$ cat config.mk
export PLATFORM = sky130hd
export DESIGN_NAME = fuvrf_config_writer
export DESIGN_NICKNAME = d
export VERILOG_FILES = /design/src/rtl/fuvrf_cfg_pkg.sv /design/src/rtl/fuvrf_config_writer.sv
export SDC_FILE = /design/constraint.sdc
export NUM_CORES = 1
export LEC_CHECK = 0
export ABC_AREA = 1
export CORE_ASPECT_RATIO = 2
export CORE_MARGIN = 8
export CORE_UTILIZATION = 52
export DETAILED_ROUTE_END_ITERATION = 16
export PLACE_DENSITY = 0.82
export SLEW_MARGIN = 20
export SYNTH_ARGS = -nofsm -noshare
export SYNTH_HDL_FRONTEND = slang
export SYNTH_SLANG_ARGS = --single-unit
$ cat constraint.sdc
create_clock -name clk -period 17.6 [get_ports clk]
set_input_delay 3.52 -clock clk [delete_from_list [all_inputs] [get_ports clk]]
set_output_delay 3.52 -clock clk [all_outputs]
set_load 0.05 [all_outputs]
$ cat src/rtl/fuvrf_cfg_pkg.sv
// ---------------------------------------------------------------------------
// fuvrf_cfg_pkg
// Shared definitions for blocks that sit on the byte-serial configuration bus
// and for the FUVRF write side:
//   - fuvrf_state_t   : states of the config-writer FSM
//   - bytes_per_word  : bytes in one M x DATA_WIDTH FUVRF word
//   - mem_width       : bit width of one FUVRF word
//   - CFG_ID_*        : configId values of every block on the config bus
// ---------------------------------------------------------------------------
package fuvrf_cfg_pkg;

    typedef enum logic [1:0] {
        ST_IDLE    = 2'd0,
        ST_LOAD    = 2'd1,
        ST_PENDING = 2'd2,
        ST_COMMIT  = 2'd3
    } fuvrf_state_t;

    // Config-bus block ids.
    localparam logic [7:0] CFG_ID_TRACE_CTRL   = 8'd0;
    localparam logic [7:0] CFG_ID_FUVRF        = 8'd1;
    localparam logic [7:0] CFG_ID_FILTER_RED   = 8'd2;
    localparam logic [7:0] CFG_ID_TRIGGER      = 8'd3;

    function automatic int bytes_per_word(input int m, input int data_width);
        return (m * data_width) / 8;
    endfunction

    function automatic int mem_width(input int m, input int data_width);
        return m * data_width;
    endfunction

endpackage

$ cat src/rtl/fuvrf_config_writer.sv
// ---------------------------------------------------------------------------
// fuvrf_config_writer
// Write side (port B) of the FUVRF dual-port RAM. Assembles one FUVRF word
// from a config-bus frame (1 address byte + BYTES_PER_WORD data bytes,
// little-endian) and commits it with a one-cycle write strobe, but only while
// tracing is low so a running trace never sees a read-during-write.
//
// Ports:
//   clk, reset          clock, asynchronous active-high reset
//   tracing             trace active; holds a finished word in PENDING
//   configValid/Id/Data byte-serial configuration bus
//   errClear            synchronous clear of the sticky error flag
//   mem_address_b       FUVRF port-B address
//   mem_in_b            FUVRF port-B write data
//   mem_write_enable_b  FUVRF port-B write strobe, one cycle per commit
//   busy                frame in progress or commit pending
//   error               sticky: bad address or byte dropped in PENDING/COMMIT
//   words_written       count of committed words, wraps at 16 bits
// ---------------------------------------------------------------------------
module fuvrf_config_writer
    import fuvrf_cfg_pkg::*;
#(
    parameter int         M                  = 8,
    parameter int         DATA_WIDTH         = 32,
    parameter int         FUVRF_SIZE         = 4,
    parameter logic [7:0] PERSONAL_CONFIG_ID = CFG_ID_FUVRF,
    localparam int        BYTES_PER_WORD     = bytes_per_word(M, DATA_WIDTH),
    localparam int        MEM_WIDTH          = mem_width(M, DATA_WIDTH),
    localparam int        AW                 = (FUVRF_SIZE > 1) ? $clog2(FUVRF_SIZE) : 1
) (
    input  logic                 clk,
    input  logic                 reset,
    input  logic                 tracing,
    input  logic                 configValid,
    input  logic [7:0]           configId,
    input  logic [7:0]           configData,
    input  logic                 errClear,
    output logic [AW-1:0]        mem_address_b,
    output logic [MEM_WIDTH-1:0] mem_in_b,
    output logic                 mem_write_enable_b,
    output logic                 busy,
    output logic                 error,
    output logic [15:0]          words_written
);

    localparam int CW = $clog2(BYTES_PER_WORD + 1);

    fuvrf_state_t         state_q, state_d;
    logic [CW-1:0]        cnt_q, cnt_d;
    logic                 discard_q, discard_d;
    logic [AW-1:0]        addr_q, addr_d;
    logic [MEM_WIDTH-1:0] data_q, data_d;
    logic                 we_q, we_d;
    logic                 err_q, err_d;
    logic [15:0]          ww_q, ww_d;

    logic accept;
    logic last_byte;
    logic addr_bad;
    logic err_set;

    assign accept    = configValid && (configId == PERSONAL_CONFIG_ID);
    assign last_byte = accept && (cnt_q == CW'(BYTES_PER_WORD - 1));
    assign addr_bad  = (int'(configData) >= FUVRF_SIZE);

    // State and datapath registers.
    always_ff @(posedge clk or posedge reset) begin
        if (reset) begin
            state_q   <= ST_IDLE;
            cnt_q     <= '0;
            discard_q <= 1'b0;
            addr_q    <= '0;
            data_q    <= '0;
            we_q      <= 1'b0;
            err_q     <= 1'b0;
            ww_q      <= '0;
        end else begin
            state_q   <= state_d;
            cnt_q     <= cnt_d;
            discard_q <= discard_d;
            addr_q    <= addr_d;
            data_q    <= data_d;
            we_q      <= we_d;
            err_q     <= err_d;
            ww_q      <= ww_d;
        end
    end

    // Next-state logic.
    always_comb begin
        state_d = state_q;
        case (state_q)
            ST_IDLE: begin
                if (accept) state_d = ST_LOAD;
            end
            ST_LOAD: begin
                if (last_byte) begin
                    if (discard_q)    state_d = ST_IDLE;
                    else if (tracing) state_d = ST_PENDING;
                    else              state_d = ST_COMMIT;
                end
            end
            ST_PENDING: begin
                if (!tracing) state_d = ST_COMMIT;
            end
            ST_COMMIT: begin
                state_d = ST_IDLE;
            end
            default: state_d = ST_IDLE;
        endcase
    end

    // Datapath next-state: counter, assembly shift register, error, count.
    always_comb begin
        cnt_d     = cnt_q;
        discard_d = discard_q;
        addr_d    = addr_q;
        data_d    = data_q;
        err_set   = 1'b0;
        ww_d      = ww_q;

        case (state_q)
            ST_IDLE: begin
                if (accept) begin
                    cnt_d     = '0;
                    discard_d = addr_bad;
                    addr_d    = configData[AW-1:0];
                    err_set   = addr_bad;
                end
            end
            ST_LOAD: begin
                if (accept) begin
                    // Shift right so the first data byte ends in bits [7:0].
                    data_d = {configData, data_q[MEM_WIDTH-1:8]};
                    cnt_d  = cnt_q + CW'(1);
                end
            end
            ST_PENDING: begin
                if (accept) err_set = 1'b1;
            end
            ST_COMMIT: begin
                if (accept) err_set = 1'b1;
                ww_d = ww_q + 16'd1;
            end
            default: ;
        endcase

        // A set event in the same cycle as errClear keeps the flag high.
        err_d = err_set | (err_q & ~errClear);
        we_d  = (state_d == ST_COMMIT);
    end

    // Outputs.
    always_comb begin
        mem_write_enable_b = we_q;
        busy               = (state_q != ST_IDLE);
        mem_address_b      = addr_q;
        mem_in_b           = data_q;
        error              = err_q;
        words_written      = ww_q;
    end

endmodule

==> flow_metrics.py <==
metrics = {
    "clocking": {
        "tritoncts": "yes",
        "cts.htree.levels": 1,
        "postCtsResizedCells": 0,
        "clk_pin_slew_ns": 0.07,
        "cts_made_buffers": 24,
        "post_cts_buffers": 0,
        "max-clock-path-buffers": 3,
        "clock_latency_ns": 0.52,
        "clock_tree_root": "sky130_fd_sc_hd__clkbuf_16",
        "cts_hold_buffers": 0,
        "tritoncts_sink_count": 285,
    },
    "critical_path": {
        "reg2reg_to": "mem_in_b[155]",
        "cp_slowest_cell": "sky130_fd_sc_hd__inv_6",
        "critical_path.endpoint_type": "register",
        "cp_top_family": "buffers and inverters",
        "startpoint_type": "input pin",
        "crit_chain": "clkdlybuf4s50_1 -> inv_1 -> nor3_2 -> nand3_4 -> inv_6 -> buf_6 -> nand2_1 -> nand2_1",
        "critical_path_buf_inv_count": 4,
        "max_stage_delay_ns": 0.81,
        "timing.critical_path.arrival_ns": 6.68,
        "timing.critical_path.required_ns": 18.06,
        "r2r_cells": 8,
        "timing.critical_path.fanout_max": 143,
        "critical_path_class": "in2reg",
        "rr_startpoint": "state_q[1]",
        "rrSetupSlack_ns": 14.52,
        "cp_common_cell": "sky130_fd_sc_hd__nand2_1",
        "timing.critical_path.from": "configValid",
    },
    "sta": {
        "setup-violations-final": 0,
        "finalClockSkew_ns": 0.01754,
        "hold_viol_final": 0,
        "max_slew.worst_pin.slew_ns": 1.011,
        "setup-tns-final_ns": 0,
        "layout_min_cycle_time_ns": 6.228,
        "rsz0062_at_grt": "no",
        "max_freq_ghz": 0.1606,
        "finalMaxSlewViolations": 0,
        "final_min_period_over_clock_period_pct": 35.39,
        "slew-limit-headroom_pct": 32.57,
    },
    "route": {
        "avgViaCountPerCell": 4.971,
        "number_of_detailed_route_iterations_in_the_first_pass": 5,
        "detail_route.iter0.violations": 998,
        "drt_drc_violations_left": 0,
        "vias": 9042,
        "wl_per_cell_um": 17.07,
        "overall_routed_net_length_mm": 31.04,
        "detail-route-antenna-nets": 0,
    },
    "synthesis": {
        "synth_sequential_area_ratio_pct": 64.37,
        "syn_area_um2": 11080,
        "syn-mean-instance-area_um2": 8.772,
        "postSynthCellCount": 1263,
        "ys_warn_count": 0,
        "synth-seq-cells": 285,
        "postSynthNetCount": 1286,
        "synth.distinct_cells": 25,
    },
    "floorplan": {
        "initial_utilization_pct": 52.94,
        "io_pins": 298,
        "die_area_um2": 26520,
        "fp.dieW_um": 119.2,
        "floorplan.core_area_um2": 20930,
        "floorplan.die.height_um": 222.4,
        "std_cell_rows": 75,
    },
    "placed_design": {
        "placement.io_buffers": 297,
        "dp_cells": 1778,
        "gp_congestion": 0.8508,
        "post-dp-hpwl_mm": 21.12,
    },
    "grt": {
        "grt_start_max_net_pins": 156,
        "grt_pass1_wl_mm": 49.12,
        "antenna_found_initial": 0,
        "track_usage_pct": 23.06,
        "grt_overflow": 0,
        "first_global_vias": 8974,
    },
    "pwr": {
        "power.leakage_uw": 0.007864,
        "power_density_nw_per_um2": 84.15,
        "power.ir.vdd_worst_mv": 0.08186,
    },
    "layout": {
        "area_growth_syn_to_layout_pct": 34.94,
        "final_cells": 1819,
        "final_cell_mix": "sky130_fd_sc_hd__nand2_1, sky130_fd_sc_hd__clkdlybuf4s50_1, sky130_fd_sc_hd__dfrtp_1, sky130_fd_sc_hd__inv_1, sky130_fd_sc_hd__o21ai_0",
        "fin_nets": 1558,
        "drive_above_1_share_pct": 2.903,
        "antennaDiodeCount": 0,
        "layout_commonest_cell": "sky130_fd_sc_hd__nand2_1",
    },
    "status": {
        "run_status": "complete, no violations",
    },
    "worst_hold_path": {
        "min-delay-start": "mem_in_b[5]",
        "holdCritPathClass": "reg2reg",
        "hold_depth": 2,
        "timing.hold.worst_endpoint": "mem_in_b[5]",
    },
    "flow_run": {
        "drv_cap": 0,
    },
}
[logic make-up (layout without fill, tap and decap cells)]
| logic type | after synthesis | after routing | share of synthesized area [%] |
|---|---|---|---|
| xor+xnor | 17 | 17 | 1.344 |
| buf+inv | 100 | 387 | 4.009 |
| simple gates | 825 | 825 | 28.42 |
| flops | 285 | 285 | 64.37 |
| fa+ha+maj | 2 | 2 | 0.2258 |
| compound gates | 33 | 33 | 1.536 |
| mux | 1 | 1 | 0.09035 |
[worst max path at each step]
stage,endpoint,slack [ns],cells past startpoint
2_1_floorplan,cnt_q[0],6.22,1
3_3_place_gp,mem_in_b[255],10.58,7
3_5_place_dp,mem_in_b[255],10.48,7
4_1_cts,mem_in_b[155],11.05,8
5_1_grt,mem_in_b[175],11.04,8
6_report,mem_in_b[155],11.37,8
[cells in the mapped netlist, drive strengths merged]
| cell | number | area share [%] |
|---|---|---|
| clkbuf | 16 | 0.54 |
| xnor2 | 7 | 0.55 |
| dfrtp | 285 | 64 |
| mux2i | 1 | 0.090 |
| ha | 2 | 0.23 |
| o22ai | 2 | 0.11 |
| xor2 | 10 | 0.79 |
| o21ai | 29 | 1.3 |
| buf | 40 | 2.0 |
| o21bai | 1 | 0.068 |
| nand2 | 777 | 26 |
| inv | 44 | 1.5 |
| nor2 | 30 | 1.1 |
| nor3 | 2 | 0.14 |
| a21oi | 1 | 0.045 |
| nand3 | 10 | 0.50 |
| nand4 | 6 | 0.34 |
[flip-flops by register name, indices dropped and copies added, names as in the netlist]
| register | flops |
|---|---|
| mem_write_enable_b | 1 |
| mem_address_b | 2 |
| mem_in_b | 256 |
| discard_q | 1 |
| cnt_q | 6 |
| error | 1 |
| words_written | 16 |
| state_q | 2 |
[worst min-delay path, delay by kind of cell (launching register included)]
| family | cells | cell delay [ns] |
|---|---|---|
| simple gates | 2 | 0.10 |
| flops | 1 | 0.35 |
[power by group]
part | switching [uW] | internal (uW)
registers | 6.14 | 661
clock network | 234 | 296
logic | 42.8 | 17.7
[final cells by class]
cell class / instances / area (um2)
flip-flops and latches: 285 / 7132
clock buffers: 38 / 724.4
clock inverters: 3 / 42.54
multi-input cells: 878 / 3511
fillers: 1587 / 5976
repair buffers: 302 / 3022
inverters: 44 / 182.7
well taps: 269 / 336.6
[metal layers]
metal	up-vias	wire, um	track usage, %
met5	-	0	0
met4	0	1508	11.66
met3	63	1917	5.258
met2	271	15850	39.33
met1	4370	11770	26.46
li1	4338	-	-
[through the flow]
stage / util (%) / power (uW) / cell area [um2] / setup slack, ns / hold WS [ns]
after floorplan: - / 716.4 / 11080 / 6.216 / 0.4537
after global placement: 67.70 / 739.8 / 14170 / 10.58 / 0.4608
after detailed placement: 67.70 / 741.0 / 14170 / 10.48 / 0.4649
after CTS: 71.37 / 1269 / 14930 / 11.05 / 0.4833
after global routing: 71.44 / 1298 / 14950 / 11.04 / 0.5055
final: 71.44 / 1258 / 14950 / 11.37 / 0.4831
(Power assumes the default switching activity.)
